--- config.mk ---
export PLATFORM = sky130hd
export DESIGN_NAME = adc_pair_sequencer_flat
export DESIGN_NICKNAME = d
export VERILOG_FILES = /design/src/rtl/adc_pair_sequencer_if.sv /design/src/rtl/adc_pair_sequencer.sv /design/src/flat_wrapper.sv
export SDC_FILE = /design/constraint.sdc
export NUM_CORES = 1
export LEC_CHECK = 0
export ABC_CLOCK_PERIOD_IN_PS = 5200
export CAP_MARGIN = 10
export CORE_ASPECT_RATIO = 1.4
export CORE_MARGIN = 2
export CORE_UTILIZATION = 54
export CTS_CLUSTER_SIZE = 14
export DETAILED_ROUTE_END_ITERATION = 10
export GPL_TIMING_DRIVEN = 1
export PLACE_DENSITY = 0.95
export SYNTH_ARGS = -nofsm -noshare
export SYNTH_HDL_FRONTEND = slang
export SYNTH_SLANG_ARGS = --single-unit
--- constraint.sdc ---
create_clock -name clk_i -period 5.2 [get_ports clk_i]
set_clock_uncertainty 0.2 [all_clocks]
set_input_delay 1.04 -clock clk_i [delete_from_list [all_inputs] [get_ports clk_i]]
set_output_delay 1.04 -clock clk_i [all_outputs]
set_load 0.01 [all_outputs]
--- src/rtl/adc_pair_sequencer_if.sv ---
// ADC-side handshake bundle for the two-channel sampling sequencer.
// master = sequencer side (drives enables), slave = ADC engine side.
interface adc_pair_sequencer_if;
    localparam int unsigned DATA_W = 16;

    logic              adc1_ready_i;
    logic [DATA_W-1:0] adc1_data_i;
    logic              adc1_enable_o;
    logic              adc2_ready_i;
    logic [DATA_W-1:0] adc2_data_i;
    logic              adc2_enable_o;

    modport master (
        input  adc1_ready_i, adc1_data_i, adc2_ready_i, adc2_data_i,
        output adc1_enable_o, adc2_enable_o
    );

    modport slave (
        output adc1_ready_i, adc1_data_i, adc2_ready_i, adc2_data_i,
        input  adc1_enable_o, adc2_enable_o
    );
endinterface

--- src/rtl/adc_pair_sequencer.sv ---
// PWM-triggered sampler for the flying-cap / output ADC pair: arms both engines,
// captures and scales each result, pulses eoc per complete pair, with timeouts.
module adc_pair_sequencer #(
    parameter int unsigned TIMEOUT_CYCLES = 54000,
    parameter int unsigned CNT_W          = 16
) (
    input  logic                        clk_i,
    input  logic                        rst_ni,
    input  logic                        trigger_i,
    input  logic                        fault_clr_i,
    adc_pair_sequencer_if.master        adc,
    output logic [15:0]                 vfc_o,
    output logic [15:0]                 vout_o,
    output logic                        eoc_o,
    output logic                        busy_o,
    output logic [1:0]                  fault_o,
    output logic [7:0]                  overrun_cnt_o
);

    localparam int unsigned DATA_W = 16;
    localparam int unsigned OVR_W  = 8;
    localparam logic [CNT_W-1:0] TIMER_LOAD = CNT_W'(TIMEOUT_CYCLES - 1);
    localparam logic [OVR_W-1:0] OVR_MAX    = '1;

    typedef enum logic [1:0] {
        S_IDLE  = 2'd0,
        S_ARM   = 2'd1,
        S_CONV  = 2'd2,
        S_ABORT = 2'd3
    } state_e;

    state_e             state_q, state_d;
    logic [CNT_W-1:0]   timer_q, timer_d;
    logic               done1_q, done1_d;
    logic               done2_q, done2_d;
    logic               en1_q, en1_d;
    logic               en2_q, en2_d;
    logic [DATA_W-1:0]  vfc_q, vfc_d;
    logic [DATA_W-1:0]  vout_q, vout_d;
    logic               eoc_q, eoc_d;
    logic               busy_q, busy_d;
    logic [1:0]         fault_q, fault_d;
    logic [OVR_W-1:0]   ovr_q, ovr_d;
    logic [1:0]         fault_set;

    // Negative readings clamp to zero; positive ones scale by two.
    function automatic logic [DATA_W-1:0] to_volts(input logic [DATA_W-1:0] raw);
        return raw[DATA_W-1] ? '0 : {raw[DATA_W-2:0], 1'b0};
    endfunction

    always_comb begin
        state_d   = state_q;
        timer_d   = timer_q;
        done1_d   = done1_q;
        done2_d   = done2_q;
        en1_d     = en1_q;
        en2_d     = en2_q;
        vfc_d     = vfc_q;
        vout_d    = vout_q;
        eoc_d     = 1'b0;
        fault_set = 2'b00;

        case (state_q)
            S_IDLE: begin
                if (trigger_i) begin
                    en1_d   = 1'b1;
                    en2_d   = 1'b1;
                    done1_d = 1'b0;
                    done2_d = 1'b0;
                    timer_d = TIMER_LOAD;
                    state_d = S_ARM;
                end
            end
            S_ARM: begin
                if (!adc.adc1_ready_i && !adc.adc2_ready_i) begin
                    timer_d = TIMER_LOAD;
                    state_d = S_CONV;
                end else if (timer_q == '0) begin
                    state_d = S_ABORT;
                end else begin
                    timer_d = timer_q - CNT_W'(1);
                end
            end
            S_CONV: begin
                if (adc.adc1_ready_i && !done1_q) begin
                    vfc_d   = to_volts(adc.adc1_data_i);
                    en1_d   = 1'b0;
                    done1_d = 1'b1;
                end
                if (adc.adc2_ready_i && !done2_q) begin
                    vout_d  = to_volts(adc.adc2_data_i);
                    en2_d   = 1'b0;
                    done2_d = 1'b1;
                end
                // Completion is judged on the registered flags, so eoc trails the last capture by one cycle.
                if (done1_q && done2_q) begin
                    eoc_d   = 1'b1;
                    state_d = S_IDLE;
                end else if (timer_q == '0) begin
                    state_d = S_ABORT;
                end else begin
                    timer_d = timer_q - CNT_W'(1);
                end
            end
            S_ABORT: begin
                en1_d     = 1'b0;
                en2_d     = 1'b0;
                fault_set = {~done2_q, ~done1_q};
                state_d   = S_IDLE;
            end
            default: begin
                state_d = S_IDLE;
            end
        endcase

        // Clear applies first so a coincident set or increment survives.
        fault_d = (fault_clr_i ? 2'b00 : fault_q) | fault_set;
        ovr_d   = fault_clr_i ? '0 : ovr_q;
        if (trigger_i && (state_q != S_IDLE)) begin
            ovr_d = (ovr_q == OVR_MAX) ? OVR_MAX : ovr_q + OVR_W'(1);
        end

        busy_d = (state_d != S_IDLE);
    end

    always_ff @(posedge clk_i or negedge rst_ni) begin
        if (!rst_ni) begin
            state_q <= S_IDLE;
            timer_q <= '0;
            done1_q <= 1'b0;
            done2_q <= 1'b0;
            en1_q   <= 1'b0;
            en2_q   <= 1'b0;
            vfc_q   <= '0;
            vout_q  <= '0;
            eoc_q   <= 1'b0;
            busy_q  <= 1'b0;
            fault_q <= '0;
            ovr_q   <= '0;
        end else begin
            state_q <= state_d;
            timer_q <= timer_d;
            done1_q <= done1_d;
            done2_q <= done2_d;
            en1_q   <= en1_d;
            en2_q   <= en2_d;
            vfc_q   <= vfc_d;
            vout_q  <= vout_d;
            eoc_q   <= eoc_d;
            busy_q  <= busy_d;
            fault_q <= fault_d;
            ovr_q   <= ovr_d;
        end
    end

    assign adc.adc1_enable_o = en1_q;
    assign adc.adc2_enable_o = en2_q;
    assign vfc_o             = vfc_q;
    assign vout_o            = vout_q;
    assign eoc_o             = eoc_q;
    assign busy_o            = busy_q;
    assign fault_o           = fault_q;
    assign overrun_cnt_o     = ovr_q;

endmodule

--- src/flat_wrapper.sv ---
// flat-port wrapper written by rule: the top's interface ports become plain ports
module adc_pair_sequencer_flat 
#(
    parameter int unsigned TIMEOUT_CYCLES = 54000,
    parameter int unsigned CNT_W          = 16
)
  (clk_i, rst_ni, trigger_i, fault_clr_i, vfc_o, vout_o, eoc_o, busy_o, fault_o, overrun_cnt_o, adc_adc1_ready_i, adc_adc1_data_i, adc_adc2_ready_i, adc_adc2_data_i, adc_adc1_enable_o, adc_adc2_enable_o);
  adc_pair_sequencer_if adc_i ();
  input  logic clk_i;
  input  logic rst_ni;
  input  logic trigger_i;
  input  logic fault_clr_i;
  output logic [15:0] vfc_o;
  output logic [15:0] vout_o;
  output logic eoc_o;
  output logic busy_o;
  output logic [1:0] fault_o;
  output logic [7:0] overrun_cnt_o;
  input wire logic [$bits(adc_i.adc1_ready_i)-1:0] adc_adc1_ready_i;
  input wire logic [$bits(adc_i.adc1_data_i)-1:0] adc_adc1_data_i;
  input wire logic [$bits(adc_i.adc2_ready_i)-1:0] adc_adc2_ready_i;
  input wire logic [$bits(adc_i.adc2_data_i)-1:0] adc_adc2_data_i;
  output wire logic [$bits(adc_i.adc1_enable_o)-1:0] adc_adc1_enable_o;
  output wire logic [$bits(adc_i.adc2_enable_o)-1:0] adc_adc2_enable_o;
  assign adc_i.adc1_ready_i = adc_adc1_ready_i;
  assign adc_i.adc1_data_i = adc_adc1_data_i;
  assign adc_i.adc2_ready_i = adc_adc2_ready_i;
  assign adc_i.adc2_data_i = adc_adc2_data_i;
  assign adc_adc1_enable_o = adc_i.adc1_enable_o;
  assign adc_adc2_enable_o = adc_i.adc2_enable_o;
  adc_pair_sequencer #(.TIMEOUT_CYCLES(TIMEOUT_CYCLES), .CNT_W(CNT_W)) u_core (.clk_i(clk_i), .rst_ni(rst_ni), .trigger_i(trigger_i), .fault_clr_i(fault_clr_i), .adc(adc_i), .vfc_o(vfc_o), .vout_o(vout_o), .eoc_o(eoc_o), .busy_o(busy_o), .fault_o(fault_o), .overrun_cnt_o(overrun_cnt_o));
endmodule
## After elaboration in Yosys (flattened, before gate mapping)

Index checks and enable logic that the tools add are counted.

| word-level totals | value |
|---|---|
| bits in registers | 66 |
| latch bits | 0 |
| bits in writable memories | 0 |
| bits in read-only memories | 0 |
| input port bits | 38 |
| word-level logic and storage cells | 78 |
| memories kept | 0 |

| cells by class | value |
|---|---|
| $add $sub $neg | 2 |
| multipliers | 0 |
| divide/modulo/power cells | 0 |
| $lt $le $gt $ge | 0 |
| equality and inequality tests | 8 |
| shifts and indexed selects | 0 |
| muxes and demuxes | 29 |
| bitwise logic cells | 3 |
| reductions and logical operators | 24 |

Operators with widths:

| kind | count |
|---|---|
| $mux 16 | 6 |
| $pmux 16 s3 | 1 |
| $mux 8 | 3 |
| $logic_not 16->1 | 1 |
| $sub 16x1->16 const B | 1 |
| $reduce_and 3->1 | 5 |
| $mux 2 | 6 |
| $add 8x1->8 const B | 1 |
| $eq 8x8->1 const B | 1 |
| $mux 1 | 8 |
| $pmux 2 s4 | 1 |
| $reduce_bool 2->1 | 4 |
| $pmux 1 s3 | 2 |
| $reduce_bool 3->1 | 2 |
| $logic_and 1x1->1 | 5 |
| $eq 2x2->1 const B | 2 |
| $logic_not 1->1 | 4 |
| $ne 2x1->1 const B | 2 |
| $ne 2x2->1 const B | 2 |
| $pmux 1 s2 | 2 |
| $reduce_and 2->1 | 2 |
| $eq 2x1->1 const B | 1 |
| $logic_not 2->1 | 1 |
| $not 1->1 | 2 |
| $or 2x2->2 | 1 |

## Longest topological paths before layout

| depth | value |
|---|---|
| depth after elaboration | 5 |
| mapped depth | 9 |

## Worst setup path before layout

No wires, ideal clock.

| path | value |
|---|---|
| path kind | input -> register |
| from | input port trigger_i |
| to | register u_core.timer_q[9] |
| library setup time | 0.128 ns |
| data arrival time | 2.180 ns |
| slack | 2.693 ns |
| cell stages on the path | 6 |
| cell sequence | nor2b_1 > or3_4 > buf_6 > buf_2 > o22ai_1 > mux2_1 |

| between the ends | value |
|---|---|
| cells in the longest elaborated chain, start to end | 2 |

Ends and longest elaborated chain:

| item | RTL line | text |
|---|---|---|
| from (decl) | flat_wrapper.sv:11 | `input logic trigger_i;` |
| $ne 2x2->1 (no line) | - |  |
| $reduce_and 3->1 (no line) | - |  |
| to (signal assigned) | adc_pair_sequencer.sv:142 | `timer_q <= timer_d;` |
| to (decl) | adc_pair_sequencer.sv:33 | `logic [CNT_W-1:0] timer_q, timer_d;` |

No other way between the ends.
A chain may end at the register's enable or synchronous reset.

## Worst setup path after layout

| path | value |
|---|---|
| from | input port trigger_i |
| to | register u_core.timer_q[0] |

The elaborated chain is that of the path after synthesis.

==> results.md <==
- Tightest Pin Transition: between 1 and 1.5 ns
- First-pass iteration count of the detailed router: 6
- Initial antenna violation count: 0
- Setup slack after placement: ~1.9 ns
- EDFF count, synth: 0
- Final min period: 2.95 ns
- Antenna diodes: 0
- Final non-filler cell total: between 500 and 600
- Top FF cell, synth: dfrtp_1
- Leak Pwr: around 1.8 nW
- Multiplexer share of the synthesized area: ~1.5%
- Clock buffers created by TritonCTS: 9
- RePlAce Congestion: 0.957
- Worst path top cell family by delay: simple AND/OR/NAND/NOR gates
- Largest family of logic cells by synthesized area: simple AND/OR/NAND/NOR gates
- Final instance area: 0.00447 sq mm
- MaxCap Viol Count: 0
- Max-slew headroom: a little under a third
- Crit-path max cell delay: roughly 0.73 ns
- Clk sinks: 64
- Fillcell total: approximately 420
- Initial Util: roughly 56%
- Max Slew Vio Count: 0
- Cts hold-fix bufs: 0
- Final Cycle Share: approximately 57%
- FFs w/ async S/R, synth: 100%
- I/O pin count: between 80 and 90
- PortBufs: slightly above 80
- Hold WC Path Type: reg -> reg
- Synth Register Bits: 64
- Nets: between 400 and 500
- DIE AREA: between 0.007 and 0.008 sq mm
- Clock-pin slew of the registers on the worst-case setup and hold paths: 0.08 ns
- Worst-case clock buffer depth: 2
- DR vias/cell: 6.13
- Synth Area in Adders: about 2.9%
- XOR/XNOR Fraction of Synth Area: 0%
- CTS resizes: 0
- Fin. Hold Viols: 0
- Wire per inst: 16.8 microns
- Die height: between 90 and 100 microns
- Critical path endpoint category: flip-flop
- WS Path Type: in -> reg
- CP max stage cell: nor3_1
- Worst EP arrival: approximately 3.0 ns
- # setup viols final: 0
- Fmax: roughly 0.34 GHz
- DRC: 0
- Post-synthesis simple-gate area fraction: 25.7%
- Antenna-violating nets left: 0
- Placed Cells: around 510
- Post-CTS Setup Inserts: 0
- Fin Setup TNS: 0 ns
- Worst-path cell chain: clkdlybuf4s50_1, nor2b_1, nor3_1, o21ai_1, a22o_1
- Share of cells above drive strength 1: between 6 and 7%
- Post-synthesis sequential area ratio: between 40 and 50%
- Mapped Area: between 0.003 and 0.004 sq mm
- Clock tree from TritonCTS: done
- Number of buffers and inverters on the critical path: 1
- First-pass GRT wire length: 14,600 microns
- Root Driver: clkbuf_8
- Post-DP Area: 0.00423 sq mm
- Detail Placement HPWL: between 5000 and 6000 microns
- P per Cell Area: around 500 mW/mm^2
- Core Area: about 0.0062 sq mm
- Mapped Avg Cell Area: 9.29 sq um
- DR vias: 3,201
- GR Overflow Total: 0
- CP Launch Type: primary input
- Final wirelength: just under 9000 microns
- Rows: 34
- Cell variety after synth: 56
- Largest net degree at the start of global routing: between 60 and 70
- RSZ-0062 raised after global routing: false
- Commonest non-fill, non-tap cell in the layout: clkdlybuf4s50_1
- Synth Area in Compound Gates: 18.6%
- Vias in the first global route: 3,058
- Synth warn: 0
- Max Fanout on Critical Path: 9
- Highest-count cells in the layout ignoring fill and taps: clkdlybuf4s50_1, dfrtp_1, nand2_1, o21ai_0, nand2b_1
- GRT Total Usage: about a quarter
- Die W: about 70 microns
- VDD IR max: ~0.00028 V
- Worst-Skew Late Latency: about 0.36 ns
- H-tree levels: 3
- Synthesis-to-finish area growth: 30.1%
- Synthesized netlist cell count: 370
- CP required: 5.25 ns
- Run status: complete, no violations
- Iter 0 DRT Violations: 320
- Final worst slack: about 2.3 ns
## flip-flops by register name (all words and copies together) (netlist names), 2 cells and up
register	flops
u_core.timer_q	16
u_core.state_q	2
u_core.vfc_o	15
u_core.overrun_cnt_o	8
u_core.fault_o	2
u_core.vout_o	15
## per-layer routing
layer  track usage, %  wire [microns]  up-vias
li1                 -               -     1473
met1             32.2            3210     1524
met2             43.3            4640      183
met3             9.10             768       21
met4             9.58             172        0
met5                0               0        -
## cells in the mapped netlist (all sizes together), types with 3 or more instances
library cell | number | area share [%]
ha | 8 | 2.9
or2 | 3 | 0.55
nor2 | 19 | 2.1
nand2 | 46 | 5.0
inv | 11 | 1.2
nand4 | 6 | 1.1
nand2b | 31 | 5.6
a21oi | 19 | 2.8
o21ai | 45 | 6.6
nor4 | 8 | 2.0
a31oi | 4 | 0.73
nor2b | 4 | 0.73
nand3 | 7 | 1.0
mux2i | 4 | 1.2
and2 | 3 | 0.55
nand3b | 4 | 0.87
o31ai | 4 | 0.87
buf | 6 | 1.4
or4 | 5 | 1.3
clkbuf | 13 | 2.0
dfrtp | 64 | 47
o21bai | 5 | 1.1
nor3 | 6 | 0.87
o211ai | 4 | 0.87
or3 | 5 | 1.1
a22o | 6 | 1.5
and4 | 4 | 1.1
## final cells by class
type / count / area [sq um] / share of cell area (%)
Timing Repair Buffer: 82 / 813 / 18.2
Inverter: 11 / 41.3 / 0.923
Clock inverter: 6 / 116 / 2.60
Clock buffer: 10 / 128 / 2.85
Sequential cell: 64 / 1600 / 35.8
Tap cell: 72 / 90.1 / 2.01
Multi-Input combinational cell: 277 / 1680 / 37.6
## power breakdown
| group | internal [mW] | switching (mW) |
|---|---|---|
| clock network | 0.322 | 0.207 |
| logic | 0.433 | 0.474 |
| registers | 0.653 | 0.139 |
| total | 1.41 | 0.820 |
## cell families (layout without fill, tap and decap cells)
logic type | Yosys count | in the layout
adder cells (fa/ha/maj) | 8 | 8
AND/OR/NAND/NOR | 159 | 159
buffers and inverters | 30 | 109
other | 1 | 2
flip-flops | 64 | 64
AO/OA/AOI/OAI | 103 | 103
multiplexers | 5 | 5
## worst min-delay path: cells and delay by family (launching register included)
family             cells  cell delay, ns
AOI/OAI and AO/OA      1            0.06
DFF                    1            0.35
and+or+nand+nor        1            0.04
## worst paths after layout
path | start | end | slack, ns | depth (start not counted)
max | trigger_i | u_core.timer_q[0] | 2.25 | 5
min | u_core.vout_o[3] | u_core.vout_o[3] | 0.28 | 2
max reg2reg | u_core.state_q[0] | u_core.timer_q[0] | 2.55 | 6
min reg2reg | u_core.vout_o[3] | u_core.vout_o[3] | 0.28 | 2
max in group asynchronous | rst_ni | u_core.timer_q[4] | 3.63 | 2
min in group asynchronous | rst_ni | u_core.adc.adc1_enable_o | 0.64 | 2
## per-stage QoR
stage               utilization (%)  power (mW)  hold WS (ns)
finish                         72.5        2.23         0.283
global route                   72.5        2.37         0.304
CTS                            72.5        2.22         0.287
detailed placement             68.6        1.68         0.269
global placement               68.6        1.64         0.261
floorplan                         -        1.31         0.296
No activity file was read; power rests on OpenSTA's default activity.
